### config.mk
export PLATFORM = sky130hd
export DESIGN_NAME = decoder_idx_seq
export DESIGN_NICKNAME = d
export VERILOG_FILES = /design/src/rtl/decoder_idx_seq.sv
export SDC_FILE = /design/constraint.sdc
export NUM_CORES = 1
export LEC_CHECK = 0
export BUFFER_PORTS_ARGS = -buffer_cell sky130_fd_sc_hd__buf_2
export CORE_ASPECT_RATIO = 2
export CORE_MARGIN = 2
export CORE_UTILIZATION = 50
export CTS_CLUSTER_DIAMETER = 30
export DETAILED_ROUTE_END_ITERATION = 8
export PLACE_DENSITY = 0.82
export SLEW_MARGIN = 20
export SYNTH_ARGS = -nofsm -noshare
export SYNTH_HDL_FRONTEND = slang
export SYNTH_SLANG_ARGS = --single-unit
### constraint.sdc
create_clock -name clk -period 2.47 [get_ports clk]
set_input_delay 0.494 -clock clk [delete_from_list [all_inputs] [get_ports clk]]
set_output_delay 0.494 -clock clk [all_outputs]
set_load 0.01 [all_outputs]
### src/rtl/decoder_idx_seq.sv
// -----------------------------------------------------------------------------
// decoder_idx_seq
//
// Indexed-addressing sequencer. On an accepted start it captures the access
// mode and the selected index register, fetches a signed displacement, forms
// the effective address ea = base + sign_extend(disp) (mod 2^ADDR_W), then runs
// an optional read cycle and/or write cycle on the memory handshake before
// pulsing done.
//
// Ports
//   clk, reset            sole clock; synchronous active-high reset
//   start, mode, idx_sel  access request (sampled only while idle)
//   idx_regs              NUM_IDX packed index registers, reg i at [i*ADDR_W +: ADDR_W]
//   disp_valid/disp_data  displacement offer; disp_ready is the accept
//   mem_req/mem_we/mem_addr/mem_ack  memory cycle handshake
//   busy                  sequence in progress
//   done                  one-cycle completion pulse
//   err                   one-cycle pulse for an out-of-range idx_sel
// -----------------------------------------------------------------------------
module decoder_idx_seq #(
   parameter int unsigned ADDR_W  = 16,
   parameter int unsigned DISP_W  = 8,
   parameter int unsigned NUM_IDX = 2,
   localparam int unsigned SEL_W  = (NUM_IDX > 1) ? $clog2(NUM_IDX) : 1
) (
   input  logic                       clk,
   input  logic                       reset,
   input  logic                       start,
   input  logic [1:0]                 mode,
   input  logic [SEL_W-1:0]           idx_sel,
   input  logic [NUM_IDX*ADDR_W-1:0]  idx_regs,
   input  logic                       disp_valid,
   input  logic [DISP_W-1:0]          disp_data,
   output logic                       disp_ready,
   output logic                       mem_req,
   output logic                       mem_we,
   output logic [ADDR_W-1:0]          mem_addr,
   input  logic                       mem_ack,
   output logic                       busy,
   output logic                       done,
   output logic                       err
);

   typedef enum logic [2:0] {
      IDLE,
      FETCH,
      CALC,
      READ,
      WRITE,
      DONE
   } state_e;

   localparam logic [1:0] MODE_ADDR  = 2'b00;
   localparam logic [1:0] MODE_READ  = 2'b01;
   localparam logic [1:0] MODE_WRITE = 2'b10;
   localparam logic [1:0] MODE_RMW   = 2'b11;

   // One extra bit so the range check stays meaningful when NUM_IDX is a
   // power of two (every encodable select is then valid).
   localparam logic [SEL_W:0] NUM_IDX_W = (SEL_W + 1)'(NUM_IDX);

   state_e              state_q, state_d;
   logic [1:0]          mode_q,  mode_d;
   logic [ADDR_W-1:0]   base_q,  base_d;
   logic [DISP_W-1:0]   disp_q,  disp_d;
   logic [ADDR_W-1:0]   ea_q,    ea_d;
   logic                err_q,   err_d;

   logic                sel_ok;
   logic [ADDR_W-1:0]   base_sel;
   logic [ADDR_W-1:0]   disp_ext;

   // --------------------------------------------------------------------------
   // Index register select and displacement sign extension
   // --------------------------------------------------------------------------
   always_comb begin
      sel_ok   = ({1'b0, idx_sel} < NUM_IDX_W);
      base_sel = '0;
      for (int unsigned i = 0; i < NUM_IDX; i++) begin
         if (idx_sel == SEL_W'(i)) begin
            base_sel = idx_regs[i*ADDR_W +: ADDR_W];
         end
      end
   end

   always_comb begin
      disp_ext = ADDR_W'($signed(disp_q));
   end

   // --------------------------------------------------------------------------
   // State register
   // --------------------------------------------------------------------------
   always_ff @(posedge clk) begin
      if (reset) begin
         state_q <= IDLE;
      end else begin
         state_q <= state_d;
      end
   end

   // --------------------------------------------------------------------------
   // Next-state logic
   // --------------------------------------------------------------------------
   always_comb begin
      state_d = state_q;
      unique case (state_q)
         IDLE: begin
            if (start && sel_ok) begin
               state_d = FETCH;
            end
         end
         FETCH: begin
            if (disp_valid) begin
               state_d = CALC;
            end
         end
         CALC: begin
            unique case (mode_q)
               MODE_ADDR:  state_d = DONE;
               MODE_WRITE: state_d = WRITE;
               MODE_READ,
               MODE_RMW:   state_d = READ;
               default:    state_d = DONE;
            endcase
         end
         READ: begin
            if (mem_ack) begin
               state_d = (mode_q == MODE_RMW) ? WRITE : DONE;
            end
         end
         WRITE: begin
            if (mem_ack) begin
               state_d = DONE;
            end
         end
         DONE: begin
            state_d = IDLE;
         end
         default: begin
            state_d = IDLE;
         end
      endcase
   end

   // --------------------------------------------------------------------------
   // Datapath registers: captured mode/base/displacement, effective address
   // and the error pulse.
   // --------------------------------------------------------------------------
   always_comb begin
      mode_d = mode_q;
      base_d = base_q;
      disp_d = disp_q;
      ea_d   = ea_q;
      err_d  = 1'b0;
      unique case (state_q)
         IDLE: begin
            if (start) begin
               if (sel_ok) begin
                  mode_d = mode;
                  base_d = base_sel;
               end else begin
                  err_d = 1'b1;
               end
            end
         end
         FETCH: begin
            if (disp_valid) begin
               disp_d = disp_data;
            end
         end
         CALC: begin
            ea_d = base_q + disp_ext;
         end
         default: begin
         end
      endcase
   end

   always_ff @(posedge clk) begin
      if (reset) begin
         mode_q <= '0;
         base_q <= '0;
         disp_q <= '0;
         ea_q   <= '0;
         err_q  <= 1'b0;
      end else begin
         mode_q <= mode_d;
         base_q <= base_d;
         disp_q <= disp_d;
         ea_q   <= ea_d;
         err_q  <= err_d;
      end
   end

   // --------------------------------------------------------------------------
   // Outputs (decoded from registered state only)
   // --------------------------------------------------------------------------
   always_comb begin
      disp_ready = 1'b0;
      mem_req    = 1'b0;
      mem_we     = 1'b0;
      busy       = (state_q != IDLE);
      done       = 1'b0;
      unique case (state_q)
         FETCH: disp_ready = 1'b1;
         READ:  mem_req    = 1'b1;
         WRITE: begin
            mem_req = 1'b1;
            mem_we  = 1'b1;
         end
         DONE:  done       = 1'b1;
         default: begin
         end
      endcase
      // ea_q only changes on the CALC exit edge, so the address is held
      // through IDLE until the next sequence recomputes it.
      mem_addr = ea_q;
      err      = err_q;
   end

endmodule

**Word-level counts from Yosys, hierarchy flattened**

Cells that the tools add are included.

- Input bits: 48
- Output and inout bits: 22
- Flip-flop bits (word level): 45
- Word-level logic and storage cells: 38

- Multiplexer cells: 12
- $add $sub $neg: 1
- Eq/ne operators: 12
- Reduce and logical (&&, ||, !) cells: 8

Operators with widths:

| kind | number |
|---|---|
| 16-bit adder | 1 |
| 16-bit two-way mux | 1 |
| 3-bit one-hot mux with 5 select lines | 1 |
| 3-bit two-way mux | 4 |
| 3-bit one-hot mux with 3 select lines | 1 |
| 2-bit != test (second input constant) | 4 |
| 3-bit by 2-bit == test with 1-bit output (second input constant) | 2 |
| 3-bit == test (second input constant) | 2 |
| 1-bit two-way mux | 5 |
| 2-bit == test (second input constant) | 2 |
| 2-bit AND reduction | 2 |
| 4-bit AND reduction | 1 |
| 2-bit OR reduction | 2 |
| 3-bit by 1-bit == test with 1-bit output (second input constant) | 1 |
| 3-bit logical NOT | 1 |
| 3-bit nonzero test | 1 |
| 2-bit by 1-bit == test with 1-bit output (second input constant) | 1 |
| 2-bit logical NOT | 1 |

**Longest topological paths before layout**

Gate-level depths: netlist of run 1.

- Depth in word-level cells: 4
- Mapped depth: 7
- Gate-level depth less buffers: 7

**Worst setup path after synthesis of run 1**

Ideal clock, no wire load.

- Kind: reg-to-reg
- Start: register base_q[0]
- End: register ea_q[10] (netlist: mem_addr[10])
- Cell stages (with the launch flop): 8
- Library setup time: 117 ps
- Data required time: 2,353 ps
- Arrival time: 1,932 ps
- Slack: 420 ps
- Buffers on the path: 0
- Period minus slack after synthesis: 2,050 ps
- Path through: dfxtp_1 ha_1 fa_1 a21oi_1 o211ai_1 nor3b_1 or3_1 a32o_1

- Cells in the longest elaborated chain, start to end: 1

RTL lines:

| item | RTL line | source |
|---|---|---|
| start, declared | 64 | `logic [ADDR_W-1:0] base_q, base_d;` |
| start signal, assigned | 188 | `base_q <= base_d;` |
| 16-bit adder | 172 | `ea_d = base_q + disp_ext;` |
| end signal, assigned | 184 | `ea_q <= '0;` |
| end signal, assigned | 190 | `ea_q <= ea_d;` |
| end, declared | 66 | `logic [ADDR_W-1:0] ea_q, ea_d;` |

No other way between the ends.
A chain may end at the register's enable or synchronous reset.

**Final worst setup path of run 1**

Same ends and word-level chain as after synthesis.

==> metrics.txt, run 1 <==
flop-to-flop setup slack=roughly 220 ps; Synth area leaders=dfxtp_1, mux2i_1, ha_1, nor2_1, a211oi_1; min-delay src=disp_data[5]; CTS Sinks=45; Clock transition at path regs=around 90 ps; Detailed Routing Iterations Pass 1=4; max-slew violation count=0; wire per inst=around 14 um; Final period util=91.2%; CTS Buf Count=5; CTS hold repair buffers=0; Post-Route WL=between 5000 and 6000 um; htree depth=2; fillers=approximately 480; drt drc=0; Top FF cell, synth=dfxtp_1; met3 WL=about 190 um; R2R Path End=mem_addr[10]; clock tree buffer depth=2; RSZ-0062 raised after global routing=no; top sig layer=met4; Worst Hold Path Cells=3; layout cell share with drive strength beyond 1=between 20% and 30%; # nets final=431; core area=approximately 5100 um^2; Lkg Pwr=1.42 nW; Chip Height=107 um; Compound-Gate Fraction of Synth Area=roughly 20%; Clock Skew=~8.7 ps; outcome=finished clean; Worst Hold Path EP=disp_q[5]; worst vdd ir=~0.00052 V; final hold viol count=0; global-route usage over all layers=between 20 and 25%; routed length on met1=approximately 2300 um; via count=~2400; initial drt markers=61; Mapped Nets=about 370; Skew-Pair Late Insertion Delay=roughly 300 ps; number of diodes=0; Post-Synth XOR/XNOR Area=2.95%; Slew HR=approximately 46%; Synth top area share=about a third; grt ovf=0; CTS tree=yes; PwrDens=about 660 nW/um^2; Synth async-reset ratio=0%; CP max FO=3; Hold WC Path Type=in -> reg; # IOs=70; gpl congestion=about 0.93; Synth area leader=dfxtp_1; synth warn=0; global-route wire length before repair=9690 um; Synth Area in Simple Gates=20.0%; TNS Setup=0 ps; area of the mapped netlist=between 2000 and 3000 um^2; clock tree root driver cell=clkbuf_8; Initial Utilization=a little over half; critical path class=reg -> reg; Least-Margin Pin Slew=between 800 and 900 ps; Row Count=37; die width=55.7 um; fin crit period=between 2000 and 2500 ps; Post-DRT Antenna Nets=0; met2 wire length=around 3300 um; Adder-Cell Fraction of Synth Area=7.76%; Post-CTS Resized=0; die area=5990 um^2; most frequent cells after synthesis=dfxtp_1, nor2_1, mux2i_1; crit path launch type=flip-flop; sequential fraction of the synthesis area=33.7%; pin count of the biggest net entering global routing=between 40 and 50; Seq cells post-synth=45; average cell area after synthesis=a little under 9 um^2; R2R depth=7; DR vias/cell=approximately 5.6; Setup Fix Bufs, Post-CTS=0; WP data required=about 2700 ps; Post-synth EDFFs=0; Mapped Cells=308; Area growth syn-to-layout=16.9%; Critical Path AT=between 2000 and 2500 ps; initial antenna violation count=0; f_max=0.444 GHz; FF-to-FF Start=base_q[0]; most common cell in the synthesized netlist=dfxtp_1; Port Buffers=between 60 and 70; mux contribution to synthesized area=a little over a tenth; Final setup viols=0; post-DP HPWL=4790 um; vias in the first global route=roughly 2200; Max Cap Violations=0; worst hold slack=426 ps; main combinational cell family by area after synthesis=simple AND/OR/NAND/NOR gates; Synth cell types=between 50 and 60; element type at the critical path end=flip-flop
registers in the layout, summed over array words and instances, names as in the netlist:
register / count
mode_q: 2
base_q: 16
state_q: 3
disp_q: 8
mem_addr: 16
layer usage:
layer	global-route usage (%)	vias to the layer above
met1	20.8	1073
met3	3.25	12
li1	-	1232
met5	0	-
met4	10.1	0
met2	39.8	50
where the power goes:
group | total, mW | switching (mW) | internal (mW) | leakage [nW]
Clock | 0.573 | 0.243 | 0.330 | 0.0585
Sequential | 0.878 | 0.0718 | 0.806 | 0.368
Combinational | 0.598 | 0.332 | 0.266 | 0.991
Total | 2.05 | 0.647 | 1.40 | 1.42
worst max-delay path, cell delays in order, from the launching register on:
cell      delay (ps)
dfxtp_1          330
ha_1             240
fa_1             410
a21oi_1          260
o211ai_1         170
nor3b_1          180
or3_1            310
a32o_1           240
how the worst max path moves through the flow:
stage,depth (start not counted),startpoint,to
finish,7,base_q[0],mem_addr[10]
floorplan,7,base_q[0],mem_addr[10]
detailed placement,7,base_q[0],mem_addr[10]
global route,6,disp_q[7],mem_addr[15]
CTS,7,base_q[0],mem_addr[10]
global placement,7,base_q[0],mem_addr[10]
area by class of cell:
type                       instances  area (um^2)  area share (%)
clock buffer                       7         86.3            2.76
clock inverter                     1         30.0           0.960
inverter                           6         22.5           0.720
multi-input combinational        236         1640            52.4
sequential                        45          901            28.8
tap                               58         72.6            2.32
timing repair buffer              73          378            12.1
logic make-up after synthesis:
| logic type | after synthesis |
|---|---|
| and+or+nand+nor | 106 |
| AOI/OAI and AO/OA | 76 |
| DFF | 45 |
| muxes | 28 |
| buffers and inverters | 27 |
| adders and majority gates | 16 |
| xor gates and xnor gates | 9 |
| other | 1 |
metrics by stage:
| step | std cells | setup WS, ps | utilization, % | area (um^2) | total power, mW |
|---|---|---|---|---|---|
| 6_report | 426 | 218 | 60.9 | 3130 | 2.05 |
| 5_1_grt | 426 | 105 | 60.9 | 3130 | 2.18 |
| 4_1_cts | 426 | 223 | 60.9 | 3130 | 2.07 |
| 3_5_place_dp | 418 | 245 | 58.6 | 3010 | 1.49 |
| 3_3_place_gp | 418 | 283 | 58.6 | 3010 | 1.48 |
| 2_1_floorplan | 308 | 420 | - | 2680 | 1.34 |
placed cells by master, fill, tap and decap left out, types with 3 or more instances in the layout:
cell,instances
and3_1,4
dfxtp_1,45
nor2_1,41
or4_1,3
nand3b_1,3
xor2_1,6
nor2b_1,3
inv_1,5
a21oi_1,18
a211oi_1,20
nor3_1,3
mux2i_1,28
clkbuf_8,6
nand4_1,3
nand2_1,21
buf_4,5
nand3_1,7
o21ai_0,9
xnor2_1,3
ha_1,15
a21o_1,4
o211ai_1,7
buf_2,68
nor3b_1,3
Power figures use the tool's default switching activity.
==> inputs of run 2 (changes only) <==
--- a/config.mk
+++ b/config.mk
@@ -12,6 +12,7 @@
 export CTS_CLUSTER_DIAMETER = 30
 export DETAILED_ROUTE_END_ITERATION = 8
 export PLACE_DENSITY = 0.82
+export SETUP_SLACK_MARGIN = 0.3
 export SLEW_MARGIN = 20
 export SYNTH_ARGS = -nofsm -noshare
 export SYNTH_HDL_FRONTEND = slang
==> run 2 against run 1 <==
Net effect:
- sequential share of layout area decreased by 0.098 points
- largest cell class unchanged
- first-iteration DRC count decreased by 18%
- clock skew decreased by 1.6 ps
- total power increased by 0.60%
- clock power increased by 1%
- final area increased by 0.48%
- maximum frequency increased by 6.3%
- register-to-register slack improved by 130 ps
- largest power group unchanged
- final cell count unchanged
- critical path type unchanged
==> metrics.txt, run 2 (synthesis gave the netlist of run 1 again) <==
CP max FO=3 (unchanged); Row Count=37 (unchanged); gpl congestion=0.928 (unchanged); worst vdd ir=0.000522 V (-0.12%); Slew HR=46.8% (+0.91 points); die area=5990 um^2 (unchanged); max-slew violation count=0 (unchanged); Chip Height=107 um (unchanged); core area=5140 um^2 (unchanged); CTS Buf Count=5 (unchanged); pin count of the biggest net entering global routing=48 (unchanged); Post-Route WL=6080 um (+1.8%); Final setup viols=0 (unchanged); final hold viol count=0 (unchanged); element type at the critical path end=flip-flop; final cell count without fillers=426 (unchanged); Worst Path Buf+Inv=0 (unchanged); Initial Utilization=52.1% (unchanged); Clock transition at path regs=80 ps (about the same); number of diodes=0 (unchanged); global-route usage over all layers=20.8% (+0.14 points); Clock Skew=7.07 ps (-1.62 ps); Multi-input gate area=1650 um^2 (+0.84%); Max Cap Violations=0 (unchanged); most frequent cells in the layout=buf_2, dfxtp_1, nor2_1; sequential cell area=902 um^2 (+0.14%); Setup Fix Bufs, Post-CTS=0 (unchanged); initial antenna violation count=0 (unchanged); grt ovf=0 (unchanged); # IOs=70 (unchanged); fillers=480 (-0.62%); fin area=3140 um^2 (+0.48%); crit path launch type=flip-flop; Lkg Pwr=1.42 nW (about the same); Area growth syn-to-layout=17.5%; global-route wire length before repair=9760 um (+0.64%); post-DP HPWL=4790 um (unchanged); TNS Setup=0 ps (unchanged); drt drc=0 (unchanged); f_max=0.472 GHz (+6.3%); CTS Sinks=45 (unchanged); most common cell after layout, fill and taps aside=buf_2; Detailed Routing Iterations Pass 1=4 (unchanged); die width=55.7 um (unchanged); PwrDens=656 nW/um^2 (+0.12%); outcome=finished clean; DR vias/cell=5.61 (+0.93%); Hold WC Path Type=in -> reg; initial drt markers=50 (-18%); RSZ-0062 raised after global routing=yes; CP max stage cell=fa_2; CTS tree=yes; Post-DRT Antenna Nets=0 (unchanged); wire per inst=14.3 um (+1.8%); CP Cell Sequence=ha_1 -> fa_2 -> a21oi_2 -> o211ai_1 -> nor3b_1 -> or3_1 -> a32o_1; Skew-Pair Late Insertion Delay=300 ps (about the same); WP data required=2670 ps (about the same); clock tree root driver cell=clkbuf_8; critical path class=reg -> reg; Largest stage delay, worst path=370 ps (-40 ps); clock tree buffer depth=2 (unchanged); Final period util=85.8% (-5.4 points); Post-Place Cells=418 (unchanged); Final Util=61.2% (+0.29 points); vias in the first global route=2209 (+0.14%); fin crit period=2120 ps (-133 ps); layout cell share with drive strength beyond 1=25.8% (+1.4 points); Least-Margin Pin Slew=798 ps (-13.7 ps); CP delay by family, top=adder cells; # nets final=431 (unchanged); Critical Path AT=2310 ps (-140 ps); via count=2389 (+0.93%); Port Buffers=68 (unchanged); htree depth=2 (unchanged); placement-stage cell area=3010 um^2 (unchanged); worst hold slack=426 ps (+0.366 ps)
-- run 2: power by group --
part / internal (mW) / leakage [nW] / total [mW] / switching [mW]
clock network: 0.330 / 0.0585 / 0.579 / 0.249
logic: 0.268 / 0.991 / 0.604 / 0.336
registers: 0.806 / 0.368 / 0.879 / 0.0723
total: 1.40 / 1.42 / 2.06 / 0.657
-- run 2: layout make-up --
type / count / share of cell area [%]
Multi-Input combinational cell: 236 / 52.5
Sequential cell: 45 / 28.7
Timing Repair Buffer: 73 / 12.0
Clock buffer: 7 / 2.75
Tap cell: 58 / 2.31
Clock inverter: 1 / 0.955
Inverter: 6 / 0.717
-- run 2: worst paths after layout --
check	start	to	slack (ps)	cells past startpoint
max	base_q[0]	mem_addr[10]	350	7
min	disp_data[5]	disp_q[5]	430	3
max reg2reg	base_q[0]	mem_addr[10]	350	7
min reg2reg	mem_addr[3]	mem_addr[3]	450	2
-- run 2: stage by stage --
step | total power, mW | setup slack [ps]
floorplan | 1.34 | 420
global placement | 1.48 | 283
detailed placement | 1.49 | 245
CTS | 2.07 | 280
global route | 2.19 | 261
finish | 2.06 | 350
-- run 2: layer usage --
metal	GRT usage (%)	up-vias	part of all wire (%)
met4	10.1	0	2.7
met3	3.25	12	3.1
li1	-	1230	-
met1	20.9	1101	38
met5	0	-	0
met2	40.2	46	56
-- run 2: repair_timing --
action	4_1_cts	5_1_grt
pin swaps	0	1
endpoints found under the hold margin	0	0
hold buffers	0	0
endpoints found under the setup margin	2	4
resized for setup	2	3
-- run 2: tightest hold or removal path: stages --
cell and delay [ps]:
buf_2 80, mux2i_1 50, nor2_1 70
==> inputs of run 3 (changes only) <==
--- a/config.mk
+++ b/config.mk
@@ -8,10 +8,11 @@
 export BUFFER_PORTS_ARGS = -buffer_cell sky130_fd_sc_hd__buf_2
 export CORE_ASPECT_RATIO = 2
 export CORE_MARGIN = 2
-export CORE_UTILIZATION = 50
-export CTS_CLUSTER_DIAMETER = 30
+export CORE_UTILIZATION = 49
+export CTS_BUF_LIST = sky130_fd_sc_hd__clkbuf_4 sky130_fd_sc_hd__clkbuf_8
+export CTS_CLUSTER_DIAMETER = 80
 export DETAILED_ROUTE_END_ITERATION = 8
-export PLACE_DENSITY = 0.82
+export PLACE_DENSITY = 0.84
 export SETUP_SLACK_MARGIN = 0.3
 export SLEW_MARGIN = 20
 export SYNTH_ARGS = -nofsm -noshare
==> constraint.sdc (replaced) <==
create_clock -name clk -period 1.9 [get_ports clk]
set_input_delay 0.38 -clock clk [delete_from_list [all_inputs] [get_ports clk]]
set_output_delay 0.38 -clock clk [all_outputs]
set_load 0.01 [all_outputs]
==> run 3 against run 2 <==
Net effect:
- total power up 44%
- combinational power grew 94%
- setup slack got worse by 440 ps
- largest power group unchanged
- critical endpoint unchanged
- the flow now finishes with violations (negative setup slack)
==> metrics.txt, run 3 (synthesis gave the netlist of run 1 again) <==
clock tree root driver cell=clkbuf_8; Slew HR=64.7% (+18 points); Skew-Pair Late Insertion Delay=300 ps (about the same); max-slew violation count=0 (unchanged); most frequent cells in the layout=buf_2, buf_4, nor2_1; PwrDens=766 nW/um^2 (+17%); Hold WC Path Type=in -> reg; # IOs=70 (unchanged); drt drc=0 (unchanged); Clock transition at path regs=90 ps (about the same); pin count of the biggest net entering global routing=35 (-27%); total power draw=2.97 mW (+44%); global-route usage over all layers=24.5% (+3.7 points); CTS Sinks=45 (unchanged); Max Cap Violations=0 (unchanged); initial antenna violation count=0 (unchanged); Lkg Pwr=1.69 nW (+19%); outcome=finished, violations left; Place WS=-122 ps (-367 ps); Least-Margin Pin Slew=530 ps (-268 ps); CTS Buf Count=5 (unchanged); fin crit period=1990 ps (-130 ps); crit path launch type=flip-flop; failing checks=negative setup slack; Post-Route WL=7470 um (+23%); Chip Height=108 um (+0.98%); vias in the first global route=2608 (+18%); final hold viol count=0 (unchanged); element type at the critical path end=flip-flop; global-route wire length before repair=12000 um (+23%); via count=2675 (+12%); die width=56.2 um (+0.94%); # nets final=476 (+10%); final cell count without fillers=473 (+11%); Multi-input gate area=1980 um^2 (+20%); DR vias/cell=5.66 (+0.85%); CTS tree=yes; worst vdd ir=0.000660 V (+27%); die area=6100 um^2 (+1.9%); CP delay by family, top=compound AO/OA/AOI/OAI gates; Row Count=38 (+2.7%); sequential cell area=927 um^2 (+2.8%); CP max stage cell=fa_2; Final setup viols=3 (+3); Detailed Routing Iterations Pass 1=4 (unchanged); WP data required=2110 ps (-560 ps); critical path class=reg -> reg; Post-Place Cells=444 (+6.2%); fillers=404 (-16%); Post-DRT Antenna Nets=0 (unchanged); most common cell after layout, fill and taps aside=buf_2; number of diodes=0 (unchanged); CP max FO=3 (unchanged); Final period util=105% (+19 points); setup slack after layout=-89.4 ps (-440 ps); Worst Path Buf+Inv=0 (unchanged); f_max=0.503 GHz (+6.5%); clock tree buffer depth=2 (unchanged); core area=5330 um^2 (+3.6%); Final Util=72.7% (+12 points); Largest stage delay, worst path=360 ps (about the same); grt ovf=0 (unchanged); Clock Skew=6.64 ps (-0.431 ps); wire per inst=15.8 um (+11%); gpl congestion=0.912 (-1.7%); Critical Path AT=2200 ps (-110 ps); Port Buffers=68 (unchanged); flop-to-flop setup slack=-90 ps (-440 ps); Area growth syn-to-layout=44.7%; CP Cell Sequence=ha_4 -> fa_2 -> a21oi_2 -> o211ai_1 -> nor3b_2 -> or3_1 -> a32o_1; initial drt markers=101 (+100%); layout cell share with drive strength beyond 1=45.0% (+19 points); htree depth=2 (unchanged); Initial Utilization=50.2% (-1.8 points); RSZ-0062 raised after global routing=yes; post-DP HPWL=5230 um (+9.3%)
run 3: cell types whose count changed in the layout (fill, tap and decap cells not counted), sizes merged:
cell    previous run  this run
clkinv             0         1
buf               73       118
inv                6         8
clkbuf             7         5
bufinv             1         0
run 3: final cells by class:
type	instances	share of cell area, %
Multi-Input combinational cell	236	51.2
Inverter	6	0.582
Timing Repair Buffer	118	20.0
Tap cell	60	1.94
Clock buffer	5	1.78
Sequential cell	45	23.9
Clock inverter	3	0.517
run 3: power by group:
group          total, mW  switching, mW  internal, mW
registers           1.17          0.115          1.06
clock network      0.621          0.359         0.263
logic               1.17          0.571         0.603
run 3: timing repair:
item                                    in CTS  in global routing
resized for setup                           47                 24
buffers inserted                            14                  7
endpoints found under the setup margin      21                 19
hold buffers                                 0                  0
pin swaps                                   33                 23
run 3: worst min-delay path: stages:
cell     delay [ps]
buf_2            80
mux2i_1          60
nor2_1           80
run 3: final timing paths:
path,endpoint,cells after the start,start
min,mode_q[0],3,mode[0]
min reg2reg,mem_addr[9],2,mem_addr[9]
max reg2reg,mem_addr[10],7,base_q[0]
max,mem_addr[10],7,base_q[0]
run 3: per-layer routing:
| layer | part of all wire [%] | vias to the layer above | global-route usage, % |
|---|---|---|---|
| met2 | 55 | 96 | 45.5 |
| li1 | - | 1319 | - |
| met4 | 1.9 | 0 | 9.18 |
| met5 | 0 | - | 0 |
| met1 | 39 | 1249 | 27.8 |
| met3 | 4.5 | 11 | 3.35 |
run 3: metrics by stage:
stage | TNS (ps) | hold WS (ps) | area [um^2]
6_report | -171 | 317 | 3870
5_1_grt | -541 | 323 | 3870
4_1_cts | -108 | 312 | 3700
3_5_place_dp | -405 | 446 | 3230
3_3_place_gp | -306 | 430 | 3230
2_1_floorplan | -30.6 | 461 | 2710
